**src/rtl/fv_lv_pkt_pkg.sv**
```systemverilog
// Shared constants and types for the fv/lv CSI-2 header request generator.
package fv_lv_pkt_pkg;

  localparam logic [5:0] DT_FS = 6'h00;
  localparam logic [5:0] DT_FE = 6'h01;
  localparam logic [5:0] DT_LS = 6'h02;
  localparam logic [5:0] DT_LE = 6'h03;

  localparam int NUM_EV = 5;

  // Index order is the emit priority: lowest index wins.
  typedef enum logic [2:0] {
    EV_LE = 3'd0,
    EV_FE = 3'd1,
    EV_FS = 3'd2,
    EV_LS = 3'd3,
    EV_DH = 3'd4
  } ev_e;

  typedef enum logic {
    ST_IDLE    = 1'b0,
    ST_PRESENT = 1'b1
  } st_e;

  typedef struct packed {
    logic [7:0]  di;
    logic [15:0] wc;
    logic        lng;
  } hdr_t;

  function automatic ev_e pick_ev(input logic [NUM_EV-1:0] p);
    pick_ev = EV_DH;
    for (int i = NUM_EV - 1; i >= 0; i--)
      if (p[i]) pick_ev = ev_e'(i[2:0]);
  endfunction

endpackage

```
**src/rtl/fv_lv_edge_det.sv**
```systemverilog
// Registers fv/lv once and produces rise/fall strobes against the registered copy.
module fv_lv_edge_det (
  input  logic clk,
  input  logic rst_n,
  input  logic fv,
  input  logic lv,
  output logic fv_lvl,
  output logic lv_lvl,
  output logic fv_rise,
  output logic fv_fall,
  output logic lv_rise,
  output logic lv_fall
);

  logic fv_q, fv_d, lv_q, lv_d, armed;

  always_ff @(posedge clk or negedge rst_n) begin
    if (!rst_n) begin
      fv_q  <= 1'b0;
      fv_d  <= 1'b0;
      lv_q  <= 1'b0;
      lv_d  <= 1'b0;
      armed <= 1'b0;
    end else begin
      fv_q  <= fv;
      fv_d  <= fv_q;
      lv_q  <= lv;
      lv_d  <= lv_q;
      armed <= armed | ~fv;
    end
  end

  // A frame already open when reset releases is not a real rise; wait for fv low first.
  assign fv_lvl  = fv_q;
  assign lv_lvl  = lv_q;
  assign fv_rise = armed & fv_q & ~fv_d;
  assign fv_fall = fv_d & ~fv_q;
  assign lv_rise = lv_q & ~lv_d;
  assign lv_fall = lv_d & ~lv_q;

endmodule

```
**src/rtl/fv_lv_pkt_gen.sv**
```systemverilog
// Turns fv/lv timing into CSI-2 FS/FE/LS/LE/data header requests with a ready handshake.
// LS/LE short packets are built only when FV_LV_LINE_SYNC_PKT_EN is defined.
module fv_lv_pkt_gen
  import fv_lv_pkt_pkg::*;
#(
  parameter int          H_ACTIVE      = 1280,
  parameter int          BPP           = 16,
  parameter logic [5:0]  DATA_TYPE     = 6'h1E,
  parameter logic [1:0]  VC            = 2'd0,
  parameter logic [15:0] FRAME_NUM_MAX = 16'hFFFF
) (
  input  logic        pix_clk,
  input  logic        pix_rst_n,
  input  logic        fv_i,
  input  logic        lv_i,
  input  logic        pkt_ready_i,
  output logic        pkt_valid_o,
  output logic [7:0]  pkt_di_o,
  output logic [15:0] pkt_wc_o,
  output logic        pkt_long_o,
  output logic        err_ovf_o,
  output logic        err_len_o,
  output logic        err_seq_o
);

  localparam logic [15:0] WC    = 16'(H_ACTIVE * BPP / 8);
  localparam logic [15:0] H_CNT = 16'(H_ACTIVE);

  logic [1:0] rst_sync;
  logic       rst_n;

  always_ff @(posedge pix_clk or negedge pix_rst_n) begin
    if (!pix_rst_n) rst_sync <= 2'b00;
    else            rst_sync <= {rst_sync[0], 1'b1};
  end
  assign rst_n = rst_sync[1];

  logic fv_lvl, lv_lvl, fv_rise, fv_fall, lv_rise, lv_fall;

  fv_lv_edge_det u_edge (
    .clk     (pix_clk),
    .rst_n   (rst_n),
    .fv      (fv_i),
    .lv      (lv_i),
    .fv_lvl  (fv_lvl),
    .lv_lvl  (lv_lvl),
    .fv_rise (fv_rise),
    .fv_fall (fv_fall),
    .lv_rise (lv_rise),
    .lv_fall (lv_fall)
  );

  logic        in_frame, line_open, first_fs;
  logic        line_go, line_end;
  logic [15:0] frame_num, pix_cnt;

  // fv_rise counts as in-frame so a same-cycle fv/lv rise opens the line.
  assign line_go  = lv_rise & fv_lvl & (in_frame | fv_rise);
  assign line_end = lv_fall & line_open;

  always_ff @(posedge pix_clk or negedge rst_n) begin
    if (!rst_n) begin
      in_frame  <= 1'b0;
      line_open <= 1'b0;
      first_fs  <= 1'b1;
      frame_num <= 16'd1;
      pix_cnt   <= 16'd0;
    end else begin
      if (fv_rise) begin
        in_frame <= 1'b1;
        first_fs <= 1'b0;
        if (!first_fs)
          frame_num <= (frame_num == FRAME_NUM_MAX) ? 16'd1 : frame_num + 16'd1;
      end else if (fv_fall) begin
        in_frame <= 1'b0;
      end
      if (line_go)      line_open <= 1'b1;
      else if (lv_fall) line_open <= 1'b0;
      if (lv_rise)                         pix_cnt <= 16'd1;
      else if (lv_lvl && pix_cnt != '1)    pix_cnt <= pix_cnt + 16'd1;
    end
  end

`ifdef FV_LV_LINE_SYNC_PKT_EN
  logic [15:0] line_num;
  logic        line_first;

  always_ff @(posedge pix_clk or negedge rst_n) begin
    if (!rst_n) begin
      line_num   <= 16'd1;
      line_first <= 1'b1;
    end else if (fv_rise) begin
      line_num   <= 16'd1;
      line_first <= ~line_go;
    end else if (line_go) begin
      if (line_first) line_first <= 1'b0;
      else            line_num   <= line_num + 16'd1;
    end
  end
`endif

  logic [NUM_EV-1:0] pend, set, clr;
  logic              hs, ovf;
  st_e               state, state_nxt;
  ev_e               sel, sel_q;
  hdr_t              hdr_sel, hdr_q;

  always_comb begin
    set        = '0;
    set[EV_FS] = fv_rise;
    set[EV_FE] = fv_fall & in_frame;
    set[EV_DH] = line_go;
`ifdef FV_LV_LINE_SYNC_PKT_EN
    set[EV_LS] = line_go;
    set[EV_LE] = line_end;
`endif
  end

  assign hs = (state == ST_PRESENT) & pkt_ready_i;

  always_comb begin
    clr = '0;
    if (hs) clr[sel_q] = 1'b1;
  end

  // A bit being retired this cycle may be re-armed without counting as overflow.
  assign ovf = |(set & pend & ~clr);

  always_ff @(posedge pix_clk or negedge rst_n) begin
    if (!rst_n) begin
      pend      <= '0;
      err_ovf_o <= 1'b0;
      err_len_o <= 1'b0;
      err_seq_o <= 1'b0;
    end else begin
      pend      <= (pend & ~clr) | set;
      err_ovf_o <= ovf;
      err_len_o <= line_end & (pix_cnt != H_CNT);
      err_seq_o <= lv_rise & ~fv_lvl;
    end
  end

  always_comb begin
    sel     = pick_ev(pend);
    hdr_sel = '0;
    case (sel)
      EV_FS: begin hdr_sel.di = {VC, DT_FS}; hdr_sel.wc = frame_num; end
      EV_FE: begin hdr_sel.di = {VC, DT_FE}; hdr_sel.wc = frame_num; end
`ifdef FV_LV_LINE_SYNC_PKT_EN
      EV_LS: begin hdr_sel.di = {VC, DT_LS}; hdr_sel.wc = line_num; end
      EV_LE: begin hdr_sel.di = {VC, DT_LE}; hdr_sel.wc = line_num; end
`endif
      default: begin
        hdr_sel.di  = {VC, DATA_TYPE};
        hdr_sel.wc  = WC;
        hdr_sel.lng = 1'b1;
      end
    endcase
  end

  always_ff @(posedge pix_clk or negedge rst_n) begin
    if (!rst_n) begin
      state <= ST_IDLE;
      sel_q <= EV_DH;
      hdr_q <= '0;
    end else begin
      state <= state_nxt;
      if (state == ST_IDLE && |pend) begin
        sel_q <= sel;
        hdr_q <= hdr_sel;
      end
    end
  end

  always_comb begin
    state_nxt = state;
    case (state)
      ST_IDLE:    if (|pend)       state_nxt = ST_PRESENT;
      ST_PRESENT: if (pkt_ready_i) state_nxt = ST_IDLE;
      default:                     state_nxt = ST_IDLE;
    endcase
  end

  always_comb begin
    pkt_valid_o = (state == ST_PRESENT);
    pkt_di_o    = hdr_q.di;
    pkt_wc_o    = hdr_q.wc;
    pkt_long_o  = hdr_q.lng;
  end

endmodule

```
**config.mk**
```make
export PLATFORM = sky130hd
export DESIGN_NAME = fv_lv_pkt_gen
export DESIGN_NICKNAME = d
export VERILOG_FILES = /design/src/rtl/fv_lv_pkt_pkg.sv /design/src/rtl/fv_lv_edge_det.sv /design/src/rtl/fv_lv_pkt_gen.sv
export SDC_FILE = /design/constraint.sdc
export NUM_CORES = 1
export LEC_CHECK = 0
export CAP_MARGIN = 20
export CORE_MARGIN = 2
export CORE_UTILIZATION = 56
export CTS_CLUSTER_SIZE = 8
export DETAILED_ROUTE_END_ITERATION = 10
export MAX_ROUTING_LAYER = met4
export PLACE_DENSITY = 0.82
export SLEW_MARGIN = 20
export SYNTH_ARGS = -nofsm -noshare
export SYNTH_HDL_FRONTEND = slang
export SYNTH_SLANG_ARGS = --single-unit
```
**constraint.sdc**
```tcl
create_clock -name pix_clk -period 2.5 [get_ports pix_clk]
set_input_delay 0.625 -clock pix_clk [delete_from_list [all_inputs] [get_ports pix_clk]]
set_output_delay 0.625 -clock pix_clk [all_outputs]
set_load 0.05 [all_outputs]
```
==> summary.txt <==
Status
  • Outcome: finished, final reports clean

Clock tree
  • Post-CTS sizing: 0
  • Root buffer cell: clkbuf_8
  • Number of H-tree levels: 3
  • CTS Buffer Depth: 2
  • CTS Sinks: 72
  • Worst-path clk slew: 80 ps
  • Hold buffer count at CTS: 0
  • CTS tree: built
  • CTS Buf Count: 9
  • Setup bufs post-CTS: 0
  • Worst-skew pair later-pin latency: approximately 350 ps

Global routing
  • First-pass GRT wire length: between 10000 and 15000 um
  • Grt total ovfl: 0
  • Initial antenna violation count: 0
  • Vias in the first global route: between 2000 and 2500
  • Largest net degree at the start of global routing: 47
  • Gr usage total: about 22%

Layout
  • Fill count: 407
  • Layout area overhead: 20.0%
  • N_diodes: 0
  • Nets: between 300 and 400
  • Layout cells sized above 1: a little under a tenth
  • Post-route cell area: a little under 4000 um2

Timing
  • Setup Skew: between 10 and 15 ps
  • Worst Max-Slew Pin Slew: 564 ps
  • Relative slew slack: 62.4%
  • Final Hold Viols: 0
  • Min cycle time layout: around 2300 ps
  • Setup Total Neg Slack: 0 ps
  • RSZ-0062 raised after global routing: false
  • Crit share post-route: 91.4%
  • FMAX: around 440 MHz
  • Final setup vio count: 0
  • PnR worst setup slack: 215 ps
  • Final Max Slew Viols: 0

Placement
  • Routability Congestion: 0.804
  • Placed Area: 3630 um2
  • Pre-CTS setup slack: between 400 and 500 ps
  • Hpwl dp: between 4000 and 5000 um
  • I/O Buffers: 30

Drt
  • Vias: 2468
  • Vias per cell: slightly below 6
  • Iteration-0 DRC Markers: 157
  • Routed WL per cell: roughly 15 um
  • TritonRoute pass-1 iters: 4
  • Total wire length: 6170 um
  • Residual DRC count: 0
  • ANT nets after route: 0

Critical path
  • Critical path's slowest cell: clkdlybuf4s50_1
  • CP max FO: 7
  • CP Data Required Time: roughly 1900 ps
  • CP Cell Sequence: clkdlybuf4s50_1
  • Crit path largest cell delay: about 840 ps
  • Startpoint types: flip-flop
  • Worst Path Class, Setup: flip-flop to output pin
  • Worst Setup End Kind: output pin
  • Bufs and invs on worst path: 1
  • Kind of cell adding the most delay to the critical path: buffers and inverters
  • Critical Path AT: roughly 1700 ps

Synthesis
  • Number of synthesized flops with an enable pin: 0
  • Top FF cell, synth: dfrtp_1
  • Mean post-synth cell area: ~11 um2
  • Synth warnings: 0
  • Seq/Total Area, Yosys: 55.8%
  • Asr flop ratio synth: 100%
  • Syn Inst Count: around 300
  • Unique cell type count in the Yosys netlist: 46
  • Syn Std Cell Area: ~3200 um2
  • Flops & latches, synth: 72

Worst hold path
  • Hold WC Path Type: flip-flop to async pin

Floorplanning
  • Core Rows: 27
  • Starting Density: between 50 and 60%
  • Die Y: ~80 um
  • # IOs: 34
  • DIE AREA: around 6400 um2
  • Die Span X: approximately 80 um
  • Core area: around 5500 um2

Power
  • P_leak: ~1.6 nW
  • Peak supply drop: around 750 uV
  • P per Cell Area: roughly 1100 nW/um2

Job
  • Max cap viols: 0
==> cells in the mapped netlist, types with 5 or more instances <==
cell type | instances | area, um2
o21ai_0 | 18 | 90.1
nor4_1 | 8 | 50.1
nand2_1 | 18 | 67.6
a22o_1 | 15 | 131
a21oi_1 | 17 | 85.1
nor2_1 | 13 | 48.8
or4_1 | 7 | 52.6
or3_1 | 8 | 50.1
and4_1 | 5 | 43.8
buf_4 | 7 | 52.6
nand3_1 | 11 | 55.1
dfrtp_1 | 69 | 1730
o31ai_1 | 5 | 37.5
xnor2_1 | 11 | 96.3
clkbuf_1 | 7 | 26.3
inv_1 | 20 | 75.1
nand4_1 | 13 | 81.3
==> cells by family after synthesis <==
kind of cell	share of synthesized area [%]
fa+ha+maj	1.16
compound gates	16.8
flops	55.8
buf+inv	4.91
other cells	0.232
xor+xnor	3.79
simple gates	17.3
==> final timing paths <==
| check | startpoint | endpoint | slack [ps] | cells after the start |
|---|---|---|---|---|
| setup / recovery | pkt_valid_o | pkt_valid_o | 210 | 1 |
| hold / removal | rst_sync[1] | frame_num[9] | 260 | 0 |
| setup reg to reg | frame_num[6] | frame_num[15] | 430 | 4 |
| hold reg to reg | rst_sync[1] | frame_num[9] | 260 | 0 |
| max in group asynchronous | rst_sync[1] | first_fs | 1560 | 1 |
| min in group pix_clk | rst_sync[0] | rst_sync[1] | 350 | 0 |
==> report_power, final <==
group | leakage [nW] | internal, mW | switching (mW) | total, mW
Sequential | 0.893 | 1.43 | 0.257 | 1.69
Combinational | 0.614 | 0.569 | 1.03 | 1.60
Clock | 0.124 | 0.690 | 0.422 | 1.11
==> cell usage in the layout (no fill, tap or decap), drive strengths merged, types with 11 or more instances in the layout <==
master,Yosys,final
dfrtp,69,69
clkdlybuf4s50,0,30
inv,20,20
nand2,18,18
o21ai,18,18
a21oi,17,17
a22o,15,15
nor2,13,13
nand4,13,13
nand3,11,11
xnor2,11,11
clkbuf,7,11
==> flip-flops by register name (all words and copies together) (netlist names) <==
signal	cells
err_ovf_o	1
pkt_wc_o	16
sel_q	3
u_edge.armed	1
first_fs	1
line_open	1
pkt_di_o	2
err_len_o	1
pend	5
pkt_valid_o	1
frame_num	16
in_frame	1
u_edge.lv_lvl	1
rst_sync	2
u_edge.lv_d	1
u_edge.fv_lvl	1
u_edge.fv_d	1
err_seq_o	1
pix_cnt	16
==> layout make-up <==
class | count | area, um2 | area share [%]
Clock inverter | 5 | 104 | 2.68
Inverter | 20 | 75.1 | 1.94
Multi-Input combinational cell | 198 | 1280 | 33.0
Sequential cell | 72 | 1810 | 46.6
Clock buffer | 11 | 141 | 3.65
Timing Repair Buffer | 39 | 380 | 9.81
Tap cell | 72 | 90.1 | 2.32
==> metal layers <==
metal	wire length (um)	vias up	part of all wire [%]	track usage [%]
met4	82	0	1.3	7.63
met1	2780	1200	45	27.5
met2	3050	61	49	34.6
met5	0	-	0	-
met3	261	8	4.2	6.33
li1	-	1199	-	-
==> metrics by stage <==
stage / instances / utilization [%] / total power [mW] / hold slack (ps)
3_3_place_gp: 401 / 65.6 / 3.27 / 277
5_1_grt: 417 / 70.0 / 4.62 / 320
6_report: 417 / 70.0 / 4.40 / 257
3_5_place_dp: 401 / 65.6 / 3.32 / 281
2_1_floorplan: 305 / - / 2.80 / 329
4_1_cts: 417 / 70.0 / 4.43 / 283
(Power assumes the default switching activity.)
